`config.mk`:
```
export PLATFORM = sky130hd
export DESIGN_NAME = instr_issue_encoder
export DESIGN_NICKNAME = d
export VERILOG_FILES = /design/src/rtl/isa_pkg.sv /design/src/rtl/instr_encode.sv /design/src/rtl/instr_issue_encoder.sv
export SDC_FILE = /design/constraint.sdc
export NUM_CORES = 1
export LEC_CHECK = 0
export CAP_MARGIN = 25
export CORE_ASPECT_RATIO = 1.4
export CORE_UTILIZATION = 35
export DETAILED_ROUTE_END_ITERATION = 16
export DONT_BUFFER_PORTS = 1
export PLACE_DENSITY = 0.56
export SETUP_SLACK_MARGIN = 0.5
export SLEW_MARGIN = 40
export SYNTH_ARGS = -nofsm -noshare
export SYNTH_HDL_FRONTEND = slang
export SYNTH_SLANG_ARGS = --single-unit
```
`constraint.sdc`:
```
create_clock -name clk -period 6.1 [get_ports clk]
set_input_delay 0.61 -clock clk [delete_from_list [all_inputs] [get_ports clk]]
set_output_delay 0.61 -clock clk [all_outputs]
set_load 0.01 [all_outputs]
```
`src/rtl/isa_pkg.sv`:
```
// ISA constants shared by the instruction-issue encoder: opcodes, ALU codes,
// instruction field positions and the packed control bundle.
package isa_pkg;

  localparam int INSTR_W = 32;

  localparam logic [3:0] OP_NOP      = 4'h0;
  localparam logic [3:0] OP_STORE    = 4'h3;
  localparam logic [3:0] OP_ADD      = 4'h4;
  localparam logic [3:0] OP_ADDI     = 4'h5;
  localparam logic [3:0] OP_NEG      = 4'h6;
  localparam logic [3:0] OP_SUB      = 4'h7;
  localparam logic [3:0] OP_JUMP     = 4'h8;
  localparam logic [3:0] OP_BRZ      = 4'h9;
  localparam logic [3:0] OP_WHEREAMI = 4'hA;
  localparam logic [3:0] OP_BRN      = 4'hB;
  localparam logic [3:0] OP_LOAD     = 4'hE;
  localparam logic [3:0] OP_SAVEPC   = 4'hF;

  localparam logic [2:0] ALU_NONE = 3'b000;
  localparam logic [2:0] ALU_SUB  = 3'b001;
  localparam logic [2:0] ALU_NEG  = 3'b010;
  localparam logic [2:0] ALU_ADD  = 3'b100;
  localparam logic [2:0] ALU_PASS = 3'b111;

  localparam int OP_MSB = 31;
  localparam int OP_LSB = 28;
  localparam int RD_MSB = 27;
  localparam int RD_LSB = 22;
  localparam int RS_MSB = 21;
  localparam int RS_LSB = 16;
  localparam int RT_MSB = 15;
  localparam int RT_LSB = 10;

  typedef struct packed {
    logic [2:0] alu_op;
    logic       memwrite;
    logic       memread;
    logic       alu_src;
    logic       regwrt;
    logic       brz;
    logic       brn;
    logic       jump;
    logic       memtoreg;
    logic       pctoreg;
  } ctl_t;

  // Flag order after alu_op: memwrite memread alu_src regwrt brz brn jump memtoreg pctoreg
  localparam ctl_t CTL_NOP      = {ALU_NONE, 9'b000000000};
  localparam ctl_t CTL_SAVEPC   = {ALU_ADD,  9'b001100001};
  localparam ctl_t CTL_LOAD     = {ALU_PASS, 9'b010100010};
  localparam ctl_t CTL_STORE    = {ALU_PASS, 9'b100000000};
  localparam ctl_t CTL_ADD      = {ALU_ADD,  9'b000100000};
  localparam ctl_t CTL_ADDI     = {ALU_ADD,  9'b001100000};
  localparam ctl_t CTL_NEG      = {ALU_NEG,  9'b000100000};
  localparam ctl_t CTL_SUB      = {ALU_SUB,  9'b000100000};
  localparam ctl_t CTL_JUMP     = {ALU_PASS, 9'b000000100};
  localparam ctl_t CTL_BRZ      = {ALU_PASS, 9'b000010000};
  localparam ctl_t CTL_WHEREAMI = {ALU_PASS, 9'b000100001};
  localparam ctl_t CTL_BRN      = {ALU_PASS, 9'b000001000};

  typedef enum logic [1:0] {
    ST_IDLE = 2'd0,
    ST_RUN  = 2'd1,
    ST_FULL = 2'd2
  } state_t;

  function automatic logic [INSTR_W-1:0] pack_instr(input logic [3:0] op,
                                                    input logic [5:0] rd,
                                                    input logic [5:0] rs,
                                                    input logic [5:0] rt);
    logic [INSTR_W-1:0] w;
    w                 = '0;
    w[OP_MSB:OP_LSB]  = op;
    w[RD_MSB:RD_LSB]  = rd;
    w[RS_MSB:RS_LSB]  = rs;
    w[RT_MSB:RT_LSB]  = rt;
    return w;
  endfunction

endpackage

```
`src/rtl/instr_encode.sv`:
```
// Combinational control-bundle to opcode encoder; any bundle that is not an
// exact match of a known opcode's control pattern is flagged illegal.
module instr_encode
  import isa_pkg::*;
(
  input  ctl_t       ctl,
  output logic [3:0] opcode,
  output logic       legal
);

  always_comb begin
    opcode = OP_NOP;
    legal  = 1'b1;
    case (ctl)
      CTL_NOP:      opcode = OP_NOP;
      CTL_SAVEPC:   opcode = OP_SAVEPC;
      CTL_LOAD:     opcode = OP_LOAD;
      CTL_STORE:    opcode = OP_STORE;
      CTL_ADD:      opcode = OP_ADD;
      CTL_ADDI:     opcode = OP_ADDI;
      CTL_NEG:      opcode = OP_NEG;
      CTL_SUB:      opcode = OP_SUB;
      CTL_JUMP:     opcode = OP_JUMP;
      CTL_BRZ:      opcode = OP_BRZ;
      CTL_WHEREAMI: opcode = OP_WHEREAMI;
      CTL_BRN:      opcode = OP_BRN;
      default:      legal  = 1'b0;
    endcase
  end

endmodule

```
`src/rtl/instr_issue_encoder.sv`:
```
// Encodes control bundles back into instruction words and streams them into
// instruction memory starting at BASE, one word per cycle, for up to DEPTH words.
module instr_issue_encoder
  import isa_pkg::*;
#(
  parameter int ADDR_W = 8,
  parameter int DEPTH  = 256,
  parameter int BASE   = 0
) (
  input  logic               clk,
  input  logic               rst,
  input  logic               start,
  input  logic               in_valid,
  output logic               in_ready,
  input  logic [2:0]         alu_op,
  input  logic               memwrite,
  input  logic               memread,
  input  logic               alu_src,
  input  logic               regwrt,
  input  logic               brz,
  input  logic               brn,
  input  logic               jump,
  input  logic               memtoreg,
  input  logic               pctoreg,
  input  logic [5:0]         rd,
  input  logic [5:0]         rs,
  input  logic [5:0]         rt,
  output logic               imem_we,
  output logic [ADDR_W-1:0]  imem_addr,
  output logic [INSTR_W-1:0] imem_wdata,
  output logic               err_pulse,
  output logic               err_sticky,
  output logic [ADDR_W-1:0]  err_addr,
  output logic [ADDR_W:0]    count,
  output logic               full
);

  localparam logic [ADDR_W-1:0] BASE_ADDR = ADDR_W'(BASE);
  localparam logic [ADDR_W:0]   LAST_CNT  = (ADDR_W+1)'(DEPTH - 1);

  state_t            state;
  state_t            state_nxt;
  logic [ADDR_W-1:0] ptr;
  logic              accept;
  logic              legal;
  logic              last_word;
  logic [3:0]        opcode;
  ctl_t              ctl;

  assign ctl = '{alu_op:   alu_op,
                 memwrite: memwrite,
                 memread:  memread,
                 alu_src:  alu_src,
                 regwrt:   regwrt,
                 brz:      brz,
                 brn:      brn,
                 jump:     jump,
                 memtoreg: memtoreg,
                 pctoreg:  pctoreg};

  instr_encode u_encode (
    .ctl    (ctl),
    .opcode (opcode),
    .legal  (legal)
  );

  assign in_ready  = (state == ST_RUN) && !start;
  assign accept    = in_valid && in_ready;
  assign full      = (state == ST_FULL);
  // count already includes every earlier legal accept, so this flags the DEPTH-th one
  assign last_word = (count == LAST_CNT);

  always_ff @(posedge clk) begin
    if (rst) begin
      state <= ST_IDLE;
    end else begin
      state <= state_nxt;
    end
  end

  always_comb begin
    state_nxt = state;
    case (state)
      ST_IDLE: state_nxt = ST_IDLE;
      ST_RUN:  if (accept && legal && last_word) state_nxt = ST_FULL;
      ST_FULL: state_nxt = ST_FULL;
      default: state_nxt = ST_IDLE;
    endcase
    if (start) state_nxt = ST_RUN;
  end

  // Output stage: a write accepted this cycle lands next cycle even if start arrives then.
  always_ff @(posedge clk) begin
    if (rst) begin
      imem_we    <= 1'b0;
      imem_addr  <= BASE_ADDR;
      imem_wdata <= '0;
      err_pulse  <= 1'b0;
    end else begin
      imem_we   <= accept && legal;
      err_pulse <= accept && !legal;
      imem_addr <= ptr;
      if (accept && legal) imem_wdata <= pack_instr(opcode, rd, rs, rt);
    end
  end

  // The pointer stops on the last slot so it never runs past BASE+DEPTH-1.
  always_ff @(posedge clk) begin
    if (rst) begin
      ptr        <= BASE_ADDR;
      count      <= '0;
      err_sticky <= 1'b0;
      err_addr   <= '0;
    end else if (start) begin
      ptr        <= BASE_ADDR;
      count      <= '0;
      err_sticky <= 1'b0;
      err_addr   <= '0;
    end else if (accept) begin
      if (legal) begin
        count <= count + (ADDR_W+1)'(1);
        if (!last_word) ptr <= ptr + ADDR_W'(1);
      end else begin
        err_sticky <= 1'b1;
        err_addr   <= ptr;
      end
    end
  end

endmodule

```
* Word level (Yosys, flattened, before mapping)
Index checks and enable logic that the tools add are counted.
** Word-level totals
- Flip-flop bits (word level) :: 60
- Bits of input ports :: 34
- Output and inout port bits :: 62
- Word-level logic and storage cells :: 48
** Operators by class
- Add/sub/neg operators :: 2
- Equal/unequal tests :: 16
- Mux-type cells :: 5
- Bitwise logic cells :: 2
- Reductions and logical operators :: 13
** Operators by type and width (number)
- $eq A12 B12 Y1 const B :: 9
- $pmux W4 S11 :: 1
- $eq A12 B10 Y1 const B :: 1
- $eq A12 B11 Y1 const B :: 1
- $logic_not A12 Y1 :: 1
- $reduce_or A12 Y1 :: 1
- $add A9 B1 Y9 const B :: 1
- $eq A9 B8 Y1 const B :: 1
- $add A8 B1 Y8 const B :: 1
- $logic_and A1 B1 Y1 :: 5
- $pmux W2 S2 :: 1
- $reduce_and A2 Y1 :: 2
- $ne A3 B2 Y1 const B :: 1
- $reduce_and A3 Y1 :: 1
- $eq A2 B1 Y1 const B :: 1
- $eq A2 B2 Y1 const B :: 1
- $logic_not A1 Y1 :: 2
- $mux W1 :: 2
- $mux W2 :: 1
- $ne A2 B1 Y1 const B :: 1
- $not A1 Y1 :: 2
- $reduce_or A2 Y1 :: 1

* Depth between registers and ports, before layout
- Word-level depth :: 8
- Gate-level depth with buffers :: 9

* Modules after synthesis
A second synthesis with hierarchy kept.
** Second synthesis, totals
- Cells, all modules :: 331
- Area total of the unflattened synthesis :: 2760.1 µm²
** By module, submodules not included
- instr_issue_encoder :: times used 1, cells an instance 283, area an instance 2411.1 µm², seq. area each 1201.2 µm²
- instr_encode :: times used 1, cells an instance 48, area an instance 349.1 µm², seq. area each 0.0 µm²

* Worst setup path before layout
Ideal clock, no wire load.
- Path type :: input -> register
- From :: in jump
- To :: reg ptr[4]
- Setup time :: 0.070 ns
- Data arrival time :: 2.614 ns
- Slack :: 3.416 ns
- Stages :: 7
- Path buffers :: 1
- Cells stage by stage :: or4b_4 -> or4_4 -> nor3_4 -> o31ai_2 -> buf_6 -> or4_1 -> a21oi_1
** Between the ends
- Cells in the longest elaborated chain, start to end :: 4
- Elaborated cells between the ends (all ways) :: 15
- Classes of those cells :: eq/ne: 11; mux: 1; reduce/logical: 3
** RTL lines
- start: declaration :: RTL line instr_issue_encoder.sv:22 : input logic jump,
- $eq A12 B12 Y1 (tied with other cells) :: RTL line instr_encode.sv:14 : case (ctl)
- $reduce_or A12 Y1 (no line) (*)
- $mux W1 (*) :: RTL line instr_encode.sv:14
- $reduce_and A3 Y1 (no line) (*)
- end signal: assignment :: RTL line instr_issue_encoder.sv:122 : if (!last_word) ptr <= ptr + ADDR_W'(1);
- end: declaration :: RTL line instr_issue_encoder.sv:43 : logic [ADDR_W-1:0] ptr;
Mark *: on every way between the ends. The rest lies on a longest branch, timed or not.
A chain may end at the register's enable or synchronous reset.

* Worst setup path after layout
Ends and elaborated chain as after synthesis.

==> results.sh <==
export IMPL_swShare_pct=20.82
export IMPL_vias_per_cell=5.147
export IMPL_layout_common_cells="60 x dfxtp_1, 47 x nor2_1, 29 x mux2i_1"
export IMPL_drv_slew=0
export IMPL_hold_path_class="in -> reg"
export IMPL_drtIter0Drc=85
export IMPL_synthFlopType="dfxtp_1"
export IMPL_drc=0
export IMPL_setup_viol=0
export IMPL_grt_max_degree=45
export IMPL_clk_latency_ns=0.33
export IMPL_powerDensity_nw_per_um2=252.4
export IMPL_clockBufferDepth=2
export IMPL_hold_viol=0
export IMPL_multiInputGateArea_um2=1343
export IMPL_max_stage_delay_ns=0.54
export IMPL_final_cells=388
export IMPL_cts_resized=0
export IMPL_status="finished, final reports clean"
export IMPL_root_buffer="clkbuf_8"
export IMPL_wl_mm=5.526
export IMPL_ys_seq_area_share_pct=45.05
export IMPL_clkSlewWorstSetupHoldPaths_ns=0.06
export IMPL_port_buffers=0
export IMPL_fmax_ghz=0.3540
export IMPL_p_leak_nw=1.140
export IMPL_rsz0062_at_grt="false"
export IMPL_critical_path_required_ns=6.35
export IMPL_synth_edff_count=0
export IMPL_clkSinkCount=60
export IMPL_fin_crit_ns=2.825
export IMPL_clkPwrFrac_pct=42.8
export IMPL_ys_seq_elements=60
export IMPL_cp_max_fo=44
export IMPL_antenna_found_initial=0
export IMPL_path_delay_family="simple AND/OR/NAND/NOR gates"
export IMPL_crit_chain="or4b_4 -> or4_4 -> nor3_4 -> o31ai_4 -> buf_4 -> or4_1 -> a21oi_1"
export IMPL_dp_cells=374
export IMPL_critPathBufInv=1
export IMPL_routed_wl_met3_um=363
export IMPL_die_y_um=105.3
export IMPL_nets=327
export IMPL_tns_ns=0
export IMPL_p_sw_w=0.0001514
export IMPL_grt_ovfl_total=0
export IMPL_start_kind="input port"
export IMPL_relSlewSlack_pct=53.27
export IMPL_wl_per_cell_um=14.24
export IMPL_cts_buffers=9
export IMPL_max_vdd_ir_drop_uv=122.6
export IMPL_async_flop_share_pct=0
export IMPL_synth_cell_types=50
export IMPL_wl_met2_mm=2.851
export IMPL_worst_pin_slew_ns=0.6833
export IMPL_sequentialPowerShare_pct=54.1
export IMPL_dpl_hpwl_mm=4.003
export IMPL_grt_pass1_wl_mm=8.976
export IMPL_grt_usage_pct=14.99
export IMPL_diodes=0
export IMPL_chipWidth_um=75.77
export IMPL_max_cap_viol_count=0
export IMPL_gp_congestion=0.8593
export IMPL_vias=1997
export IMPL_highest_layer="met4"
export IMPL_cts_max_level=3
export IMPL_boundaryPins=96
export IMPL_fillCellCount=743
export IMPL_drt_met1_wl_mm=2.166
export IMPL_syn_inst=292
export IMPL_cellInternalPower_w=0.0005759
export IMPL_cts_hold_buffers=0
export IMPL_core_region_area_um2=7361
export IMPL_row_count=37
export IMPL_yosys_warnings=0
export IMPL_grt_pass1_vias=1865
export IMPL_layout_drive_gt1_share_pct=7.560
export IMPL_cts_tree="yes"
export IMPL_netlist_area_um2=2666
export IMPL_drt_pass1_iterations=4
export IMPL_initial_core_util_pct=36.22
export IMPL_ant_nets=0
export IMPL_layout_commonest_cell="dfxtp_1"
export IMPL_cpMaxStageDelayCell="or4_1"
export IMPL_critPathArrivalTime_ns=3.08
export IMPL_syn_to_final_growth_pct=8.071
export IMPL_pwr_share_comb_pct=3.1
export IMPL_finalClockSkew_ns=0.004018
export IMPL_seq_area_um2=1201
export IMPL_fp_dieArea_um2=7976
export IMPL_cp_end_kind="flop"
export IMPL_syn_area_per_cell_um2=9.131
export IMPL_critPathKind="in -> reg"
export IMPL_fin_crit_sh_pct=46.31
export IMPL_cts_setup_buffers=0
[cell usage after synthesis (2+ instances only)]
cell	number	area (um2)
ha_1	5	62.56
or4_1	5	37.54
nand2_1	10	37.54
clkbuf_1	12	45.04
dfxtp_1	60	1201
buf_2	2	10.01
nor2b_1	13	81.33
nor2_1	47	176.4
buf_4	10	75.07
nand3_1	5	25.02
nor4b_1	2	17.52
nand4_1	3	18.77
mux2i_1	29	290.3
nor3_1	6	30.03
a211oi_1	2	15.01
and3_1	4	25.02
o31ai_1	4	30.03
o21ai_0	10	50.05
inv_1	7	26.28
o311ai_0	2	17.52
a21oi_1	15	75.07
xor2_1	3	26.28
or3_1	9	56.30
[final cells by class]
class	instances	area share (%)
Sequential cell	60	41.68
Multi-Input combinational cell	208	46.59
Timing Repair Buffer	2	0.5211
Clock inverter	2	0.3474
Tap cell	97	4.212
Inverter	7	0.9119
Clock buffer	12	5.732
[stage by stage]
step                      instance area (um2)  hold WS, ns  util, %  setup slack (ns)  power [W]
after floorplan                          2700       0.4615        -             3.416  0.0004298
after global placement                   2706       0.4791    36.77             2.959  0.0004250
after detailed placement                 2706       0.4813    36.77             2.925  0.0004247
after CTS                                2882       0.3238    39.15             3.291  0.0007432
after global routing                     2882       0.3240    39.15             3.140  0.0007580
final                                    2882       0.3457    39.15             3.275  0.0007273
[final timing paths]
kind	start	endpoint	slack [ns]	cells after the start
setup / recovery	jump	ptr[4]	3.27	7
hold / removal	rst	imem_addr[6]	0.35	1
setup reg to reg	state[0]	ptr[4]	3.65	7
hold reg to reg	ptr[7]	imem_addr[7]	0.48	1
[cells by family after synthesis]
kind of cell,after synthesis,synth area share (%)
muxes,29,10.89
adders and majority gates,5,2.346
and+or+nand+nor,114,22.57
other,1,0.1406
AOI/OAI and AO/OA,46,11.26
DFF,60,45.05
xor gates and xnor gates,4,1.314
buffers and inverters,33,6.429
[sequential cells by signal, summed over array words and instances (netlist names)]
register    flops
ptr             8
err_addr        8
count           9
imem_wdata     22
state           2
err_pulse       1
imem_addr       8
imem_we         1
err_sticky      1
[routing by layer]
metal / GRT usage (%) / vias to the layer above
met3: 5.545 / 12
met2: 23.96 / 65
met1: 16.90 / 921
met4: 7.804 / 0
met5: 0 / -
li1: - / 999
[power groups by stage]
stage / combinational, W / clock, W / sequential (W)
after global placement: 0.0000227 / 0 / 0.000402
after detailed placement: 0.0000224 / 0 / 0.000402
after CTS: 0.0000225 / 0.000327 / 0.000394
after floorplan: 0.0000277 / 0 / 0.000402
final: 0.0000223 / 0.000311 / 0.000394
after global routing: 0.0000252 / 0.000339 / 0.000394
Power figures use the tool's default switching activity.
